==> src/rtl/wb_arb_pkg.sv <==
// Shared types and helpers for the 8-source write-back arbiter.
// Latency: n/a (types, constants and a pure combinational function).
// Backpressure: n/a.
package wb_arb_pkg;

  localparam int N_SRC = 8;
  localparam int DW    = 32;
  localparam int SELW  = 3;

  typedef enum logic {
    IDLE = 1'b0,
    BUSY = 1'b1
  } state_t;

  typedef struct packed {
    logic            found;
    logic [SELW-1:0] idx;
  } pick_t;

  // Round-robin pick: rotate the request vector so that bit 0 is ptr+1,
  // take the lowest set bit, then un-rotate by adding the start back.
  // The 3-bit index arithmetic wraps 7->0 on its own.
  function automatic pick_t rr_pick(input logic [N_SRC-1:0] r,
                                    input logic [SELW-1:0]  ptr);
    logic [SELW-1:0]  start;
    logic [N_SRC-1:0] rot;
    pick_t            res;
    start = ptr + SELW'(1);
    for (int j = 0; j < N_SRC; j++) begin
      rot[j] = r[start + SELW'(j)];
    end
    res.found = 1'b0;
    res.idx   = '0;
    // Descending scan so the lowest rotated position is the last write.
    for (int i = N_SRC - 1; i >= 0; i--) begin
      if (rot[i]) begin
        res.found = 1'b1;
        res.idx   = start + SELW'(i);
      end
    end
    return res;
  endfunction

endpackage

==> src/rtl/wb_arbiter8_mux8x32.sv <==
// 8:1 mux of 32-bit words selected by a 3-bit index.
// Latency: purely combinational.
// Backpressure: none; follows s and a0..a7 directly.
module mux8x32
  import wb_arb_pkg::*;
(
  input  logic [DW-1:0]   a0,
  input  logic [DW-1:0]   a1,
  input  logic [DW-1:0]   a2,
  input  logic [DW-1:0]   a3,
  input  logic [DW-1:0]   a4,
  input  logic [DW-1:0]   a5,
  input  logic [DW-1:0]   a6,
  input  logic [DW-1:0]   a7,
  input  logic [SELW-1:0] s,
  output logic [DW-1:0]   y
);

  // Select one of the eight words.
  always_comb begin
    y = a0;
    case (s)
      3'd0: y = a0;
      3'd1: y = a1;
      3'd2: y = a2;
      3'd3: y = a3;
      3'd4: y = a4;
      3'd5: y = a5;
      3'd6: y = a6;
      3'd7: y = a7;
      default: y = a0;
    endcase
  end

endmodule

==> src/rtl/wb_arbiter8.sv <==
// Round-robin arbiter sharing one 32-bit write-back channel between 8 sources.
// Latency: req -> out_valid 1 cycle; back-to-back grants give 1 word per cycle.
// Backpressure: grant frozen while out_ready=0; sticky stall after TIMEOUT waits.
module wb_arbiter8
  import wb_arb_pkg::*;
#(
  parameter int TIMEOUT = 255,
  parameter int CW      = 8
) (
  input  logic              clk,
  input  logic              clrn,
  input  logic [N_SRC-1:0]  req,
  input  logic [DW-1:0]     d0,
  input  logic [DW-1:0]     d1,
  input  logic [DW-1:0]     d2,
  input  logic [DW-1:0]     d3,
  input  logic [DW-1:0]     d4,
  input  logic [DW-1:0]     d5,
  input  logic [DW-1:0]     d6,
  input  logic [DW-1:0]     d7,
  output logic [N_SRC-1:0]  ack,
  output logic [DW-1:0]     out_data,
  output logic              out_valid,
  input  logic              out_ready,
  output logic [SELW-1:0]   sel,
  output logic [N_SRC-1:0]  gnt,
  output logic              stall
);

  state_t            state_q;
  logic [SELW-1:0]   ptr_q;
  logic [SELW-1:0]   sel_q;
  logic [N_SRC-1:0]  gnt_q;
  logic              vld_q;
  logic [CW-1:0]     cnt_q, cnt_d;
  logic              stall_q, stall_d;
  logic              transfer;
  pick_t             pick_idle;
  pick_t             pick_busy;

  assign transfer  = vld_q & out_ready;
  assign ack       = gnt_q & {N_SRC{transfer}};
  assign out_valid = vld_q;
  assign sel       = sel_q;
  assign gnt       = gnt_q;
  assign stall     = stall_q;

  // From IDLE the search starts after the last served source; on a transfer
  // the word just served is masked so the next one can be loaded in the same cycle.
  assign pick_idle = rr_pick(req, ptr_q);
  assign pick_busy = rr_pick(req & ~gnt_q, sel_q);

  mux8x32 u_mux (
    .a0 (d0),
    .a1 (d1),
    .a2 (d2),
    .a3 (d3),
    .a4 (d4),
    .a5 (d5),
    .a6 (d6),
    .a7 (d7),
    .s  (sel_q),
    .y  (out_data)
  );

  // Wait counter: counts stalled BUSY cycles, saturates, and latches stall at TIMEOUT.
  always_comb begin
    cnt_d   = cnt_q;
    stall_d = stall_q;
    if (state_q == BUSY && !out_ready) begin
      if (cnt_q != CW'(TIMEOUT)) begin
        cnt_d = cnt_q + CW'(1);
      end
      stall_d = stall_q | (cnt_d == CW'(TIMEOUT));
    end else begin
      cnt_d   = '0;
      stall_d = 1'b0;
    end
  end

  // Grant FSM with registered sel/gnt/out_valid; reset drops any grant without ack.
  always_ff @(posedge clk or negedge clrn) begin
    if (!clrn) begin
      state_q <= IDLE;
      ptr_q   <= 3'd7;
      sel_q   <= '0;
      gnt_q   <= '0;
      vld_q   <= 1'b0;
      cnt_q   <= '0;
      stall_q <= 1'b0;
    end else begin
      cnt_q   <= cnt_d;
      stall_q <= stall_d;
      case (state_q)
        IDLE: begin
          if (pick_idle.found) begin
            sel_q   <= pick_idle.idx;
            gnt_q   <= N_SRC'(1) << pick_idle.idx;
            vld_q   <= 1'b1;
            state_q <= BUSY;
          end
        end
        BUSY: begin
          if (transfer) begin
            ptr_q <= sel_q;
            if (pick_busy.found) begin
              sel_q <= pick_busy.idx;
              gnt_q <= N_SRC'(1) << pick_busy.idx;
            end else begin
              gnt_q   <= '0;
              vld_q   <= 1'b0;
              state_q <= IDLE;
            end
          end
        end
        default: state_q <= IDLE;
      endcase
    end
  end

endmodule
==> config.mk <==
export PLATFORM = sky130hd
export DESIGN_NAME = wb_arbiter8
export DESIGN_NICKNAME = d
export VERILOG_FILES = /design/src/rtl/wb_arb_pkg.sv /design/src/rtl/wb_arbiter8_mux8x32.sv /design/src/rtl/wb_arbiter8.sv
export SDC_FILE = /design/constraint.sdc
export NUM_CORES = 1
export LEC_CHECK = 0
export CORE_ASPECT_RATIO = 1.4
export CORE_MARGIN = 4
export CORE_UTILIZATION = 35
export DETAILED_ROUTE_END_ITERATION = 7
export GPL_TIMING_DRIVEN = 0
export PLACE_DENSITY = 0.88
export SLEW_MARGIN = 15
export SYNTH_ARGS = -nofsm -noshare
export SYNTH_HDL_FRONTEND = slang
export SYNTH_SLANG_ARGS = --single-unit
==> constraint.sdc <==
create_clock -name clk -period 3.5 [get_ports clk]
set_input_delay 0.7 -clock clk [delete_from_list [all_inputs] [get_ports clk]]
set_output_delay 0.7 -clock clk [all_outputs]
set_load 0.02 [all_outputs]
==> results.sh, run 1 <==
export IMPL_outcome="finished, violations left"
export IMPL_violations="DRC"
export IMPL_ys_types=84
export IMPL_cts_root_buf="clkbuf_16"
export IMPL_via_count=7232
export IMPL_initialDrtViolationCount=801
export IMPL_ys_flop_type="dfrtp_1"
export IMPL_clkPwrFrac_pct=2.5
export IMPL_synth_yosys_warnings=0
export IMPL_cts_buffer_depth=2
export IMPL_grt_pass1_wl_um=42300
export IMPL_finish_utilization_pct=63.5
export IMPL_placed_cell_area_sq_um=8570
export IMPL_synth_nets=898
export IMPL_core_area_sq_um=14400
export IMPL_tns_ps=0
export IMPL_die_area_sq_um=16600
export IMPL_cts_made_buffers=3
export IMPL_die_y_um=151
export IMPL_cts_hold_buf=0
export IMPL_ys_seq_area_share_pct=12.3
export IMPL_layout_commonest_cell="clkdlybuf4s50_1"
export IMPL_slew_viol_final=0
export IMPL_clk_latency_ps=260
export IMPL_finalCritPeriodShare_pct=99.0
export IMPL_area_growth_pct=78.7
export IMPL_detail_route_wl_per_cell_um=25.8
export IMPL_end_kind="flip-flop"
export IMPL_path_clk_slew_ps=60
export IMPL_p_sw_mw=5.41
export IMPL_grt_max_degree=26
export IMPL_rsz0062_at_grt="true"
export IMPL_timing_final_ws_setup_ps=36.1
export IMPL_synth_area_per_cell_sq_um=8.22
export IMPL_cts_tree="built"
export IMPL_fin_area_sq_um=9140
export IMPL_setup_violations=0
export IMPL_period_minus_slack_ps=3460
export IMPL_power_density_nw_per_um2=1090
export IMPL_synth_area_sq_um=5110
export IMPL_relSlewSlack_pct=41.0
export IMPL_p_total_mw=9.95
export IMPL_synth_seq_cells=25
export IMPL_worstSetupPathType="reg -> reg"
export IMPL_initial_core_util_pct=35.6
export IMPL_instances_no_fill=1165
export IMPL_async_flop_share_pct=100
export IMPL_gp_congestion=0.998
export IMPL_peakVddDrop_v=0.000715
export IMPL_p_seq_share_pct=4.8
export IMPL_hp_class="in -> async"
export IMPL_max_freq_ghz=0.289
export IMPL_drt_total_wl_um=30000
export IMPL_grt_ovfl_total=0
export IMPL_crit_required_ps=3630
export IMPL_p_leak_nw=3.49
export IMPL_dr_pass1_iters=8
export IMPL_drc=1
export IMPL_crit_path_start_kind="flip-flop"
export IMPL_num_nets_final=1242
export IMPL_finalHoldViolCount=0
export IMPL_antenna_found_initial=31
export IMPL_pin_count=320
export IMPL_p_comb_share_pct=92.7
export IMPL_num_rows=52
export IMPL_worstPathArrival_ps=3590
export IMPL_port_buffers=319
export IMPL_worst_pin_slew_ps=885
export IMPL_hpwl_um=24100
export IMPL_skew_ps=2.33
export IMPL_dp_cells=1130
export IMPL_cts_max_level=1
export IMPL_r2r_cells=14
export IMPL_vias_per_cell=6.21
export IMPL_cp_max_fo=10
export IMPL_cts_sinks=25
export IMPL_layout_common_cells="clkdlybuf4s50_1 (278), nand2_1 (67), mux2_2 (56)"
export IMPL_grt_usage_pct=34.0
export IMPL_p_sw_share_pct=54.4
export IMPL_synth_cells=622
export IMPL_maxCapViolations=0
export IMPL_grt_pass1_vias=7073
export IMPL_dieWidth_um=110
export IMPL_worst_hold_slack_ps=425
export IMPL_preCtsSetupSlack_ps=-1040
export IMPL_p_int_mw=4.54
export IMPL_synth_edf_count=0
export IMPL_drive_gt1_share_pct=22.0
export IMPL_ant_nets=0
[metal layers]
metal	vias up	global-route usage, %	share of wire, %
li1	3192	-	-
met1	3389	35.2	32
met2	477	56.9	47
met3	134	20.3	15
met4	40	11.2	4.4
met5	-	0	0.96
[power by group through the flow]
stage | Sequential, mW | Combinational (mW) | Clock, mW
2_1_floorplan | 0.486 | 5.42 | 0
3_3_place_gp | 0.468 | 8.31 | 0
3_5_place_dp | 0.469 | 8.31 | 0
4_1_cts | 0.462 | 8.61 | 0.258
5_1_grt | 0.482 | 9.70 | 0.267
6_report | 0.476 | 9.22 | 0.254
[cells in the mapped netlist (all sizes together), types with 3 or more instances]
| master | number | area share, % |
|---|---|---|
| a211oi | 6 | 0.98 |
| a21oi | 31 | 3.3 |
| a221oi | 22 | 3.8 |
| a222oi | 32 | 6.3 |
| a22oi | 9 | 1.3 |
| a311oi | 3 | 0.64 |
| a31oi | 4 | 0.49 |
| a41oi | 22 | 3.9 |
| and2 | 5 | 0.61 |
| and3 | 13 | 1.6 |
| buf | 14 | 1.6 |
| clkbuf | 41 | 3.0 |
| dfrtp | 22 | 11 |
| dfstp | 3 | 1.5 |
| ha | 9 | 2.2 |
| inv | 11 | 0.86 |
| mux2 | 58 | 13 |
| mux2i | 23 | 4.8 |
| mux4 | 23 | 10 |
| nand2 | 68 | 5.0 |
| nand2b | 15 | 1.8 |
| nand3 | 12 | 1.3 |
| nor2 | 56 | 4.1 |
| nor2b | 11 | 1.3 |
| nor3 | 9 | 0.88 |
| nor3b | 5 | 0.73 |
| nor4 | 3 | 0.37 |
| nor4b | 3 | 0.93 |
| o211ai | 6 | 0.88 |
| o21ai | 34 | 3.4 |
| o22ai | 4 | 0.49 |
| or3 | 3 | 0.46 |
| xnor2 | 5 | 1.0 |
| xor2 | 3 | 0.66 |
[sequential cells by signal (all words and copies together), names as in the netlist]
register   cells
cnt_q          8
gnt            8
ptr_q          3
sel            3
out_valid      1
stall          1
state_q        1
[area by class of cell]
class	count	area, sq um
diodes	11	27.5
multi-input cells	530	4420
clock buffers	3	75.1
repair buffers	342	3330
clock inverters	1	7.51
plain buffers	52	353
flip-flops and latches	25	631
fillers	1240	5240
well taps	189	236
inverters	12	62.6
[kinds of logic after synthesis]
family          after synthesis  share of synthesized area [%]
simple gates                212                           20.5
compound gates              196                           29.5
mux                         104                           27.8
buf+inv                      67                           5.53
flops                        25                           12.3
xor+xnor                      9                           2.10
fa+ha+maj                     9                           2.20
[worst paths after layout]
path,startpoint,end,slack [ps]
worst max register to register,ptr_q[0]$_DFFE_PN1P_,gnt[6]$_DFFE_PN0P_,40
worst min-delay path,clrn,cnt_q[7]$_DFF_PN0_,420
worst max-delay path,ptr_q[0]$_DFFE_PN1P_,gnt[6]$_DFFE_PN0P_,40
max in group asynchronous,clrn,sel[2]$_DFFE_PN0P_,2670
min in group clk,ptr_q[1]$_DFFE_PN1P_,ptr_q[1]$_DFFE_PN1P_,540
worst min register to register,ptr_q[1]$_DFFE_PN1P_,ptr_q[1]$_DFFE_PN1P_,540
[worst max-delay path, stage by stage (launching register included)]
cell,delay [ps]
dfstp_2,550
buf_8,100
clkbuf_16,140
clkinvlp_4,120
ha_4,360
mux4_2,620
mux2i_4,210
buf_4,140
buf_4,90
o221ai_1,90
o2111ai_1,160
a32o_2,320
nor2_2,80
a22oi_1,220
o21ai_1,110
[timing repair]
item | in CTS | in global routing
pin swaps | 6 | 13
gates resized for setup | 154 | 48
setup endpoints to repair | 45 | 39
setup buffers | 10 | 13
(Power assumes the default switching activity.)
==> inputs of run 2 (changes only) <==
--- a/config.mk
+++ b/config.mk
@@ -5,6 +5,7 @@
 export SDC_FILE = /design/constraint.sdc
 export NUM_CORES = 1
 export LEC_CHECK = 0
+export CAP_MARGIN = 20
 export CORE_ASPECT_RATIO = 1.4
 export CORE_MARGIN = 4
 export CORE_UTILIZATION = 35
==> results of run 2 <==
Same layout as run 1: the final DEF is identical, and so are final timing and power.
==> inputs of run 3 (changes only) <==
--- a/config.mk
+++ b/config.mk
@@ -5,13 +5,11 @@
 export SDC_FILE = /design/constraint.sdc
 export NUM_CORES = 1
 export LEC_CHECK = 0
-export CAP_MARGIN = 20
-export CORE_ASPECT_RATIO = 1.4
 export CORE_MARGIN = 4
-export CORE_UTILIZATION = 35
+export CORE_UTILIZATION = 38
 export DETAILED_ROUTE_END_ITERATION = 7
 export GPL_TIMING_DRIVEN = 0
-export PLACE_DENSITY = 0.88
+export PLACE_DENSITY = 0.91
 export SLEW_MARGIN = 15
 export SYNTH_ARGS = -nofsm -noshare
 export SYNTH_HDL_FRONTEND = slang
==> constraint.sdc (replaced) <==
create_clock -name clk -period 3.91 [get_ports clk]
set_input_delay 0.782 -clock clk [delete_from_list [all_inputs] [get_ports clk]]
set_output_delay 0.782 -clock clk [all_outputs]
set_load 0.02 [all_outputs]
==> results.sh, run 3 (same netlist as run 1, synthesis figures left out) <==
export IMPL_setup_violations=0
export IMPL_skew_ps=3.17
export IMPL_initialDrtViolationCount=959
export IMPL_crit_path_frequent_cell="clkbuf_4"
export IMPL_path_clk_slew_ps=60
export IMPL_initial_core_util_pct=38.8
export IMPL_p_total_mw=8.30
export IMPL_grt_pass1_vias=6903
export IMPL_crit_path_top_delay_cell="dfrtp_2"
export IMPL_drc=7
export IMPL_gp_congestion=0.988
export IMPL_finalHoldViolCount=0
export IMPL_layout_common_cells="clkdlybuf4s50_1 (286), nand2_1 (68), mux2_2 (57)"
export IMPL_detail_route_wl_per_cell_um=26.7
export IMPL_layout_commonest_cell="clkdlybuf4s50_1"
export IMPL_instances_no_fill=1128
export IMPL_grt_usage_pct=36.4
export IMPL_num_rows=42
export IMPL_vias_per_cell=6.36
export IMPL_violations="DRC"
export IMPL_cts_sinks=25
export IMPL_worstPathArrival_ps=3070
export IMPL_max_freq_ghz=0.260
export IMPL_grt_ovfl_total=0
export IMPL_drt_total_wl_um=30100
export IMPL_die_y_um=124
export IMPL_ant_nets=0
export IMPL_worst_pin_slew_ps=801
export IMPL_worst_hold_slack_ps=513
export IMPL_p_seq_share_pct=5.2
export IMPL_grt_util_met2_pct=55.8
export IMPL_use_met1_pct=44.0
export IMPL_cts_root_buf="clkbuf_16"
export IMPL_p_int_mw=3.60
export IMPL_cts_made_buffers=3
export IMPL_max_stage_delay_ps=410
export IMPL_via_count=7177
export IMPL_multi_input_area_sq_um=4290
export IMPL_gr_max_usage_layer="met2"
export IMPL_cts_buffer_depth=2
export IMPL_dieWidth_um=124
export IMPL_preCtsSetupSlack_ps=-1130
export IMPL_period_minus_slack_ps=3850
export IMPL_peakVddDrop_v=0.000536
export IMPL_critical_path_buf_inv_count=6
export IMPL_fill_cells=1113
export IMPL_cts_tree="built"
export IMPL_area_sequential_sq_um=632
export IMPL_cp_max_fo=10
export IMPL_end_kind="primary output"
export IMPL_path_cells="clkbuf_4 -> clkbuf_8 -> clkinv_4 -> ha_1 -> clkbuf_1 -> clkbuf_4 -> a222oi_1 -> o21ai_0 -> mux2_2 -> dlygate4sd2_1"
export IMPL_hp_class="in -> async"
export IMPL_pin_count=320
export IMPL_dr_pass1_iters=8
export IMPL_port_buffers=319
export IMPL_p_comb_share_pct=92.2
export IMPL_hpwl_um=24900
export IMPL_clkPwrFrac_pct=2.7
export IMPL_grt_met3_usage_pct=10.9
export IMPL_p_leak_nw=3.28
export IMPL_grt_pass1_wl_um=41500
export IMPL_p_sw_mw=4.70
export IMPL_worstSetupPathType="reg -> out"
export IMPL_timing_final_ws_setup_ps=59.0
export IMPL_maxCapViolations=0
export IMPL_core_area_sq_um=13200
export IMPL_drive_gt1_share_pct=16.7
export IMPL_antenna_found_initial=6
export IMPL_num_nets_final=1221
export IMPL_finalCritPeriodShare_pct=98.5
export IMPL_area_growth_pct=71.2
export IMPL_crit_required_ps=3130
export IMPL_critical_path_top_delay_family="buffers and inverters"
export IMPL_fin_area_sq_um=8750
export IMPL_die_area_sq_um=15400
export IMPL_grt_max_degree=26
export IMPL_cts_max_level=1
export IMPL_clk_latency_ps=250
export IMPL_crit_path_start_kind="flip-flop"
export IMPL_relSlewSlack_pct=46.6
export IMPL_dp_cells=1117
export IMPL_p_sw_share_pct=56.6
export IMPL_outcome="finished, violations left"
export IMPL_slew_viol_final=0
export IMPL_power_density_nw_per_um2=949
export IMPL_placed_cell_area_sq_um=8530
[run 3: per-layer routing]
metal,part of all wire [%],vias up,routed length [um]
li1,-,3143,-
met1,35,3350,10700
met2,45,563,13400
met3,12,119,3640
met4,7.8,2,2340
met5,0.040,-,12
[run 3: area by class of cell]
cell class	instances	share of cell area [%]
Multi-Input combinational cell	530	49.0
Timing Repair Buffer	320	36.1
Sequential cell	25	7.22
Buffer	53	3.39
Tap cell	176	2.52
Clock buffer	3	0.858
Inverter	12	0.600
Antenna cell	8	0.229
Clock inverter	1	0.0572
[run 3: per-stage QoR]
stage | TNS (ps) | util, %
after floorplan | 0 | -
after global placement | -33690 | 64.6
after detailed placement | -34110 | 64.6
after CTS | -5.07 | 66.1
after global routing | -0.172 | 66.3
final | 0 | 66.4
[run 3: repair_timing]
item | in CTS | in global routing
setup buffers | 1 | 0
hold buffers | 0 | 0
setup endpoints to repair | 45 | 27
resized for setup | 98 | 17
pin swaps | 1 | 4
[run 3: final timing paths]
| check | from | end | slack [ps] | cells after the start |
|---|---|---|---|---|
| setup / recovery | sel[2]$_DFFE_PN0P_ | out_data[7] | 60 | 10 |
| hold / removal | clrn | state_q$_DFF_PN0_ | 510 | 1 |
| setup reg to reg | ptr_q[0]$_DFFE_PN1P_ | gnt[5]$_DFFE_PN0P_ | 200 | 13 |
| hold reg to reg | ptr_q[1]$_DFFE_PN1P_ | ptr_q[1]$_DFFE_PN1P_ | 540 | 2 |
| max in group asynchronous | clrn | sel[2]$_DFFE_PN0P_ | 2980 | 1 |
| min in group clk | ptr_q[1]$_DFFE_PN1P_ | ptr_q[1]$_DFFE_PN1P_ | 540 | 2 |
[run 3: power groups by stage]
stage,Combinational (mW),Sequential [mW],Clock [mW]
floorplan,4.80,0.435,0
global placement,7.44,0.420,0
detailed placement,7.48,0.422,0
CTS,7.44,0.418,0.227
global route,8.05,0.435,0.239
finish,7.66,0.428,0.222
